### src/rtl/mem_arbiter.sv
// mem_arbiter
//   Shares one single-port memory between instruction fetch (IF, read only)
//   and data (D, load/store) requesters. One access at a time: the winner is
//   latched in an accept slot, driven onto the memory port during ACCESS and
//   answered with a one-cycle response in RESP. RESP is itself an accept
//   slot, so back-to-back traffic reaches one access every two cycles.
//   D wins by default. IF wins once it has been waiting MAX_WAIT cycles.
//
// Ports
//   clk, rst_n                      clock, asynchronous active-low reset
//   if_req_i/if_addr_i              fetch request
//   if_gnt_o                        fetch accepted this cycle (combinational)
//   if_rsp_vld_o/if_rdata_o         fetch response pulse / held read data
//   d_req_i/d_we_i/d_addr_i/d_wdata_i  data request (d_we_i=1 store)
//   d_gnt_o                         data accepted this cycle (combinational)
//   d_rsp_vld_o/d_rdata_o           data response pulse / load data (0 on store)
//   mem_addr_o/mem_data_o           memory address / write data
//   mem_read_en_o/mem_write_en_o    memory strobes, valid in ACCESS only
//   mem_data_i/mem_data_vld_i       memory read data / read data valid
//   busy_o                          an access or response is in progress
//
// Optional build macro ARB_STATS_EN adds two free-running counters:
//   stat_conflict_o  accept-slot cycles with both requests present
//   stat_if_stall_o  cycles with a fetch request that was not granted
module mem_arbiter #(
  parameter int unsigned       AWIDTH     = 32,
  parameter int unsigned       DWIDTH     = 32,
  parameter logic [AWIDTH-1:0] RESET_ADDR = 32'h0100_0000,
  parameter int unsigned       MAX_WAIT   = 4
) (
  input  logic              clk,
  input  logic              rst_n,
  input  logic              if_req_i,
  input  logic [AWIDTH-1:0] if_addr_i,
  output logic              if_gnt_o,
  output logic              if_rsp_vld_o,
  output logic [DWIDTH-1:0] if_rdata_o,
  input  logic              d_req_i,
  input  logic              d_we_i,
  input  logic [AWIDTH-1:0] d_addr_i,
  input  logic [DWIDTH-1:0] d_wdata_i,
  output logic              d_gnt_o,
  output logic              d_rsp_vld_o,
  output logic [DWIDTH-1:0] d_rdata_o,
  output logic [AWIDTH-1:0] mem_addr_o,
  output logic [DWIDTH-1:0] mem_data_o,
  output logic              mem_read_en_o,
  output logic              mem_write_en_o,
  input  logic [DWIDTH-1:0] mem_data_i,
  input  logic              mem_data_vld_i,
  output logic              busy_o
`ifdef ARB_STATS_EN
  ,
  output logic [31:0]       stat_conflict_o,
  output logic [31:0]       stat_if_stall_o
`endif
);

  localparam int unsigned     WW       = $clog2(MAX_WAIT + 1);
  localparam logic [WW-1:0]   WAIT_SAT = WW'(MAX_WAIT);

  typedef enum logic [1:0] {
    IDLE,
    ACCESS,
    RESP
  } state_t;

  state_t        state_q, state_d;
  logic [WW-1:0] wait_cnt;
  logic          owner_if_q;  // 1: current access belongs to IF
  logic          we_q;
  logic          accept;
  logic          if_win;
  logic          capture;

  always_comb begin
    state_d        = state_q;
    accept         = (state_q != ACCESS);
    // D wins unless it is absent or IF has waited long enough.
    if_win         = if_req_i && (!d_req_i || (wait_cnt >= WAIT_SAT));
    if_gnt_o       = accept && if_win;
    d_gnt_o        = accept && d_req_i && !if_win;
    mem_read_en_o  = (state_q == ACCESS) && !we_q;
    mem_write_en_o = (state_q == ACCESS) && we_q;
    if_rsp_vld_o   = (state_q == RESP) && owner_if_q;
    d_rsp_vld_o    = (state_q == RESP) && !owner_if_q;
    busy_o         = (state_q != IDLE);
    // Stores finish after their single write cycle; reads wait for valid.
    capture        = (state_q == ACCESS) && (we_q || mem_data_vld_i);

    case (state_q)
      IDLE, RESP: state_d = (if_gnt_o || d_gnt_o) ? ACCESS : IDLE;
      ACCESS:     state_d = capture ? RESP : ACCESS;
      default:    state_d = IDLE;
    endcase
  end

  always_ff @(posedge clk or negedge rst_n) begin
    if (!rst_n) begin
      state_q    <= IDLE;
      wait_cnt   <= '0;
      owner_if_q <= 1'b0;
      we_q       <= 1'b0;
      mem_addr_o <= RESET_ADDR;
      mem_data_o <= '0;
      if_rdata_o <= '0;
      d_rdata_o  <= '0;
    end else begin
      state_q <= state_d;

      if (if_gnt_o) begin
        owner_if_q <= 1'b1;
        we_q       <= 1'b0;
        mem_addr_o <= if_addr_i;
        mem_data_o <= '0;
      end else if (d_gnt_o) begin
        owner_if_q <= 1'b0;
        we_q       <= d_we_i;
        mem_addr_o <= d_addr_i;
        mem_data_o <= d_wdata_i;
      end

      if (capture) begin
        if (we_q) begin
          d_rdata_o <= '0;
        end else if (owner_if_q) begin
          if_rdata_o <= mem_data_i;
        end else begin
          d_rdata_o <= mem_data_i;
        end
      end

      if (if_gnt_o) begin
        wait_cnt <= '0;
      end else if (if_req_i && (wait_cnt != WAIT_SAT)) begin
        wait_cnt <= wait_cnt + WW'(1);
      end
    end
  end

`ifdef ARB_STATS_EN
  always_ff @(posedge clk or negedge rst_n) begin
    if (!rst_n) begin
      stat_conflict_o <= '0;
      stat_if_stall_o <= '0;
    end else begin
      if (accept && if_req_i && d_req_i) begin
        stat_conflict_o <= stat_conflict_o + 32'd1;
      end
      if (if_req_i && !if_gnt_o) begin
        stat_if_stall_o <= stat_if_stall_o + 32'd1;
      end
    end
  end
`endif

endmodule

### config.mk
export PLATFORM = sky130hd
export DESIGN_NAME = mem_arbiter
export DESIGN_NICKNAME = d
export VERILOG_FILES = /design/src/rtl/mem_arbiter.sv
export SDC_FILE = /design/constraint.sdc
export NUM_CORES = 1
export LEC_CHECK = 0
export CAP_MARGIN = 10
export CORE_AREA = 4 4 105 181
export DETAILED_ROUTE_END_ITERATION = 16
export DIE_AREA = 0 0 109 185
export PLACE_DENSITY = 0.74
export RECOVER_POWER = 100
export SLEW_MARGIN = 10
export SYNTH_ARGS = -nofsm -noshare
export SYNTH_HDL_FRONTEND = slang
export SYNTH_SLANG_ARGS = --single-unit
export TNS_END_PERCENT = 50
### constraint.sdc
create_clock -name clk -period 1.8 [get_ports clk]
set_clock_uncertainty 0.2 [all_clocks]
set_input_delay 0.36 -clock clk [delete_from_list [all_inputs] [get_ports clk]]
set_output_delay 0.36 -clock clk [all_outputs]
set_load 0.02 [all_outputs]
### Word-level counts from Yosys, hierarchy flattened

Cells that the tools add are included.

| storage, ports and cells | value |
|---|---|
| register bits | 135 |
| output and inout bits | 135 |

| cells by class | value |
|---|---|
| reduce and logical (&&, ||, !) cells | 24 |
| magnitude comparators | 1 |
| $add $sub $neg | 1 |
| equality and inequality tests | 5 |
| mux-type cells | 15 |
| bitwise operators | 1 |

Operators with widths:

| kind | count |
|---|---|
| 32-bit 2-to-1 mux | 6 |
| 1-bit logical AND | 10 |
| 3-bit 2-to-1 mux | 2 |
| 2-bit nonzero test | 3 |
| 1-bit 2-to-1 mux | 5 |
| 1-bit zero test | 4 |
| 2-bit by 1-bit != test with 1-bit output (second input constant) | 2 |
| 2-bit one-hot mux with 2 select lines | 1 |
| 3-bit by 1-bit adder with 3-bit output (second input constant) | 1 |
| 3-bit greater-or-equal comparator (second input constant) | 1 |
| 1-bit logical OR | 3 |
| 3-bit != test (second input constant) | 1 |
| 3-bit AND reduction | 1 |
| 2-bit by 1-bit == test with 1-bit output (second input constant) | 1 |
| 2-bit == test (second input constant) | 1 |
| 2-bit zero test | 1 |
| 2-bit 2-to-1 mux | 1 |
| 2-bit AND reduction | 1 |
| 2-bit OR reduction | 1 |
| 1-bit inverter | 1 |

### Logic depth before layout (Yosys ltp)

Gate-level depths: netlist (run 1).

| depth | value |
|---|---|
| word-level depth | 8 |
| mapped depth | 9 |
| depth with buffers taken out | 5 |

### Worst setup path before layout (run 1)

No wires, ideal clock.

| timing | value |
|---|---|
| kind | register -> output |
| from | register state_q[0] |
| to | output port d_gnt_o |
| arrival | 1.585 ns |
| setup slack | -0.345 ns |
| buffers on the path | 3 |
| data required time | 1.240 ns |
| stages on the path, launching flop included | 6 |
| cell sequence | dfrtp_1 > nor2b_1 > buf_2 > clkbuf_1 > buf_2 > a211oi_1 |

| on the way | value |
|---|---|
| word-level cells in the longest chain between the ends | 3 |

RTL lines:

| item | line | text |
|---|---|---|
| start, declared | 68 | `state_t state_q, state_d;` |
| start signal, assigned | 109 | `state_q <= state_d;` |
| 2-bit by 1-bit != test with 1-bit output | 78 | `accept = (state_q != ACCESS);` |
| 1-bit logical AND (2 in a row) | 82 | `d_gnt_o = accept && d_req_i && !if_win;` |
| end, declared | 42 | `output logic d_gnt_o,` |

Every way passes these cells.

### Worst setup path in the final report (run 1)

| timing | value |
|---|---|
| from | register state_q[1] |
| to | register if_rdata_o[26] |

| on the way | value |
|---|---|
| word-level cells in the longest chain between the ends | 3 |

RTL lines:

| item | line | text |
|---|---|---|
| 2-bit by 1-bit == test with 1-bit output | 89 | `capture = (state_q == ACCESS) && (we_q \|\| mem_data_vld_i);` |
| 1-bit logical AND | 89 |  |
| 3-bit AND reduction (no source line) | -- |  |
| end signal, assigned | 127 | `if_rdata_o <= mem_data_i;` |
| end, declared | 37 | `output logic [DWIDTH-1:0] if_rdata_o,` |

Every way passes these cells.
A chain may end at the register's enable or synchronous reset.

==> results of run 1 <==
[report_power, final]
group	total [µW]	internal, µW	switching [µW]	leakage (µW)
logic	8990	3790	5200	0.00228
registers	5290	4580	719	0.00165
clock network	3310	1910	1400	0.000259
total	17600	10300	7320	0.00419
[cells by family (layout without fill, tap and decap cells)]
logic type	after synthesis	after routing	synth area share
other cells	0	2	0
compound gates	136	136	0.123
buf+inv	64	343	0.0498
fa+ha+maj	2	2	0.00415
mux	65	65	0.121
xor+xnor	1	1	0.00145
simple gates	148	148	0.140
flops	135	135	0.560
[Yosys cell counts (3+ instances only)]
| cell | count | area share |
|---|---|---|
| clkbuf_1 | 36 | 0.022 |
| buf_2 | 15 | 0.012 |
| dfrtp_1 | 134 | 0.56 |
| mux2_2 | 63 | 0.12 |
| buf_1 | 3 | 0.0019 |
| nor4_1 | 31 | 0.032 |
| buf_6 | 4 | 0.0075 |
| o21ai_0 | 64 | 0.053 |
| nor2b_1 | 34 | 0.035 |
| inv_1 | 3 | 0.0019 |
| nor2_1 | 6 | 0.0037 |
| a31oi_1 | 31 | 0.032 |
| a21oi_1 | 34 | 0.028 |
| nand3_1 | 64 | 0.053 |
[path summary, 6_finish.rpt]
path | to | slack (ns) | cells past startpoint | from
min reg2reg | d_rdata_o[27] | 0.30 | 1 | d_rdata_o[27]
max reg2reg | if_rdata_o[26] | -0.21 | 6 | state_q[1]
max in group asynchronous | if_rdata_o[30] | 0.25 | 3 | rst_n
min in group clk | d_rdata_o[27] | 0.30 | 1 | d_rdata_o[27]
min | d_rdata_o[11] | 0.30 | 2 | rst_n
max | if_rdata_o[26] | -0.21 | 6 | state_q[1]
[registers in the layout (all words and copies together) (netlist names)]
signal and cells:
d_rdata_o 32, if_rdata_o 32, mem_addr_o 32, mem_data_o 32
wait_cnt 3, state_q 2, owner_if_q 1, we_q 1
[metrics by stage]
stage,instances,utilization,hold WS [ns]
6_report,1063,0.546,0.297
5_1_grt,1062,0.546,0.295
4_1_cts,1056,0.544,0.168
3_5_place_dp,1023,0.519,0.0488
3_3_place_gp,1023,0.519,0.0431
2_1_floorplan,551,-,-0.136
[layer usage]
metal	vias to the layer above	share of wire
met5	-	0
met4	0	0.031
met3	35	0.055
met2	209	0.54
met1	2673	0.37
li1	2539	-
[cell type report]
cell class / instances / area, µm²
inverters: 5 / 18.8
repair buffers: 306 / 2890
clock inverters: 14 / 126
flip-flops and latches: 135 / 3380
fillers: 1592 / 7960
multi-input cells: 352 / 2430
clock buffers: 18 / 429
well taps: 231 / 289
diodes: 2 / 5.00
[repair_timing]
action,in CTS,in global routing
buffers inserted,0,1
pin swaps,2,0
cloned,0,4
hold endpoints to repair,134,0
resized for setup,171,2
hold buffers,1,0
setup endpoints to repair,191,99
==> run summary, run 1 <==
Worst Hold Class = in -> async
first-pass GRT wire length = 30300 µm
failing checks = setup timing
Buf+Inv Stages, Crit Path = 3
cell area after synthesis = 6030 µm²
CP Data Required Time = 1.89 ns
I/O Buffers = 268
commonest non-fill, non-tap cell in the layout = dfrtp_1
most frequent cells in the layout = dfrtp_1 (134), clkdlybuf4s50_1 (131), dlygate4sd2_1 (127)
critical path's most frequent cell = buf_4
pre-CTS worst setup slack = -0.701 ns
Vias per Instance = 5.13
DR DRC count = 0
CTS tree = done
Post-Syn Area per Cell = 11.0 µm²
die area = 20200 µm²
via count = 5456
CP endpoint kind = flop
largest net degree at the start of global routing = 68
total of max-cap violations = 0
grt met2 use = 0.346
worst-skew pair later-pin latency = 0.41 ns
Reg clk slew, reported paths = 0.06 ns
layout cells sized above 1 = 0.195
Slew HR = 0.503
Die H = 185 µm
drt total wl = 20600 µm
# IOs = 269
Max clock buf depth = 2
GR Overflow Total = 0
layout net count = 953
Placement Rows = 64
Fmax = 0.496 GHz
DP HPWL = 14000 µm
P_leak = 0.00419 µW
CP max FO = 16
Crit Path Class = reg -> reg
cell family with most CP delay = buffers and inverters
crit path time final = 2.01 ns
Slew Limit Fails = 0
DP Area = 9100 µm²
number of CTS-inserted buffers = 17
CP peak stage delay = 0.42 ns
syn_nets = 687
critical-path cell with the highest stage delay = dfrtp_1
Post-synth ARST share = 1.00
iteration count of the initial detailed-routing pass = 4
DR iter-0 viols = 277
RePlAce Congestion = 0.801
setup ws final = -0.214 ns
sequential share of the synthesized area = 0.560
Top FF cell, synth = dfrtp_1
Synth warnings = 0
Tot GR Track Use = 0.197
Synth Register Bits = 135
Peak VDD IR = 0.00117 V
Synth Instances = 551
Tcrit/Tclk final = 1.12
RSZ-0062 raised after global routing = true
Critical Path AT = 2.10 ns
PD cells = 1840 nW/µm²
Starting Density = 0.344
antenna-violating nets left = 0
Netlist cell types = 40
wire per inst = 19.4 µm
status = finished, violations left
Setup Total Neg Slack = -7.09 ns
# clock sinks = 135
total power = 17600 µW
Die W = 109 µm
initial antenna violation count = 1
area delta synth->final = 58.6%
Placeable Area = 17500 µm²
clock root buffer = clkbuf_16
grt met1 use = 0.224
Global Route met3 Usage = 0.0467
final instance area = 9570 µm²
vias in the first global route = 5480
final hold viol count = 0
crit path cell chain = nand2b_2 -> buf_4 -> nor3_4 -> buf_4 -> buf_12 -> mux2_2
EDFF count, synth = 0
Worst Max-Slew Pin Slew = 0.745 ns
GRT Max-Usage Layer = met2
CTS H-tree lvls = 4
Critical Path Source Type = flop
Final setup viols = 61
No activity file was read; power rests on OpenSTA's default activity.
==> run 2, diff against run 1 <==
--- a/config.mk
+++ b/config.mk
@@ -9,8 +9,9 @@
 export CORE_AREA = 4 4 105 181
 export DETAILED_ROUTE_END_ITERATION = 16
 export DIE_AREA = 0 0 109 185
-export PLACE_DENSITY = 0.74
+export PLACE_DENSITY = 0.71
 export RECOVER_POWER = 100
+export SKIP_LAST_GASP = 1
 export SLEW_MARGIN = 10
 export SYNTH_ARGS = -nofsm -noshare
 export SYNTH_HDL_FRONTEND = slang
==> constraint.sdc (replaced) <==
create_clock -name clk -period 2.2 [get_ports clk]
set_clock_uncertainty 0.2 [all_clocks]
set_input_delay 0.44 -clock clk [delete_from_list [all_inputs] [get_ports clk]]
set_output_delay 0.44 -clock clk [all_outputs]
set_load 0.02 [all_outputs]
==> run summary, run 2 (synthesis gave the netlist of run 1 again) <==
status = finished, violations left
failing checks = setup timing
wire per inst = 19.5 µm
Vias per Instance = 5.19
Crit Path Class = reg -> out
NetSw = 5770 µW
CP endpoint kind = output port
Slew HR = 0.450
critical-path cell with the highest stage delay = clkdlybuf4s50_1
clock root buffer = clkbuf_16
via count = 5437
cell family with most CP delay = buffers and inverters
Worst Max-Slew Pin Slew = 0.824 ns
switch share = 0.398
layout cells sized above 1 = 0.158
Int Power = 8700 µW
combinational share of power = 0.509
Die W = 109 µm
CP Data Required Time = 1.56 ns
Placement Rows = 64
# IOs = 269
vias in the first global route = 5679
DR DRC count = 0
Fmax = 0.453 GHz
Critical Path AT = 1.57 ns
layout net count = 941
post-CTS setup buffers = 0
I/O Buffers = 268
# clock sinks = 135
Tot GR Track Use = 0.202
first-pass GRT wire length = 31100 µm
setup ws final = -0.00763 ns
crit path time final = 2.21 ns
Max clock buf depth = 2
CTS H-tree lvls = 4
Final setup viols = 1
dpl cells = 1016
P_leak = 0.00397 µW
largest net degree at the start of global routing = 68
pre-CTS worst setup slack = -0.465 ns
crit path cell chain = clkdlybuf4s50_1
sequential share of power = 0.299
final std cells w/o fill = 1048
die area = 20200 µm²
PD cells = 1530 nW/µm²
Starting Density = 0.344
number of CTS-inserted buffers = 17
area delta synth->final = 57.2%
Clock power frac = 0.192
Tcrit/Tclk final = 1.00
DR iter-0 viols = 273
worst-skew pair later-pin latency = 0.41 ns
total of max-cap violations = 0
Critical Path Source Type = flop
CTS tree = done
Buf+Inv Stages, Crit Path = 1
iteration count of the initial detailed-routing pass = 4
most frequent cells in the layout = dfrtp_1 (134), clkdlybuf4s50_1 (134), dlygate4sd3_1 (125)
final hold viol count = 0
drt total wl = 20400 µm
Multi-input gate area = 2370 µm²
Peak VDD IR = 0.000884 V
DP HPWL = 14200 µm
Die H = 185 µm
antenna-violating nets left = 0
Reg clk slew, reported paths = 0.06 ns
GR Overflow Total = 0
Worst Hold Class = in -> reg
FILL cells = 1550
CP max FO = 2
Storage cell area = 3380 µm²
Slew Limit Fails = 0
initial antenna violation count = 2
post-layout util = 0.541
Placeable Area = 17500 µm²
RSZ-0062 raised after global routing = true
CP peak stage delay = 0.64 ns
RePlAce Congestion = 0.810
total power = 14500 µW
[run 2: layout make-up]
type,instances,area share
repair buffers,294,0.300
clock inverters,8,0.0104
well taps,231,0.0305
inverters,5,0.00198
multi-input cells,352,0.250
diodes,1,0.000264
clock buffers,22,0.0500
flip-flops and latches,135,0.356
[run 2: layer usage]
metal	part of all wire	wire length (µm)	vias up	global-route usage
met5	0.00064	13	-	0
met2	0.53	10800	202	0.353
met3	0.054	1110	41	0.0457
met1	0.37	7580	2675	0.226
met4	0.044	889	2	0.108
li1	-	-	2517	-
[run 2: timing repair]
action,4_1_cts,5_1_grt
resized for setup,11,8
setup endpoints to repair,8,7
hold buffers,1,0
hold endpoints to repair,22,0
gates cloned,0,0
[run 2: worst register-to-register path, stage by stage, from the launching register on]
cell	delay, ns
dfrtp_1	0.43
nand2b_2	0.21
clkbuf_1	0.14
nor3_2	0.20
clkbuf_4	0.40
mux2_2	0.40
[run 2: per-stage QoR]
step            TNS, ns  hold WS (ns)  area, µm²
2_1_floorplan         0       -0.0556       6040
3_3_place_gp      -2.37         0.122       8990
3_5_place_dp      -2.56         0.122       8990
4_1_cts          -0.687         0.253       9570
5_1_grt          -0.384         0.301       9490
6_report       -0.00763         0.281       9490
[run 2: worst paths after layout]
path                                start             end  slack [ns]  cells after the start
max                        mem_addr_o[24]  mem_addr_o[24]      -0.008                      1
min                              if_req_i      state_q[0]        0.28                      4
max reg2reg                    state_q[1]   if_rdata_o[8]        0.10                      5
min reg2reg                 if_rdata_o[6]   if_rdata_o[6]        0.29                      1
max in group asynchronous           rst_n     wait_cnt[0]        0.23                      3
min in group asynchronous           rst_n   if_rdata_o[8]        0.39                      2
[run 2: power by group through the flow]
stage / registers [µW] / clock network [µW] / logic (µW)
after CTS: 4390 / 2850 / 7970
after floorplan: 5840 / 0 / 2700
after global routing: 4490 / 2960 / 7910
after global placement: 4370 / 0 / 7900
after detailed placement: 4420 / 0 / 7980
final: 4330 / 2780 / 7360
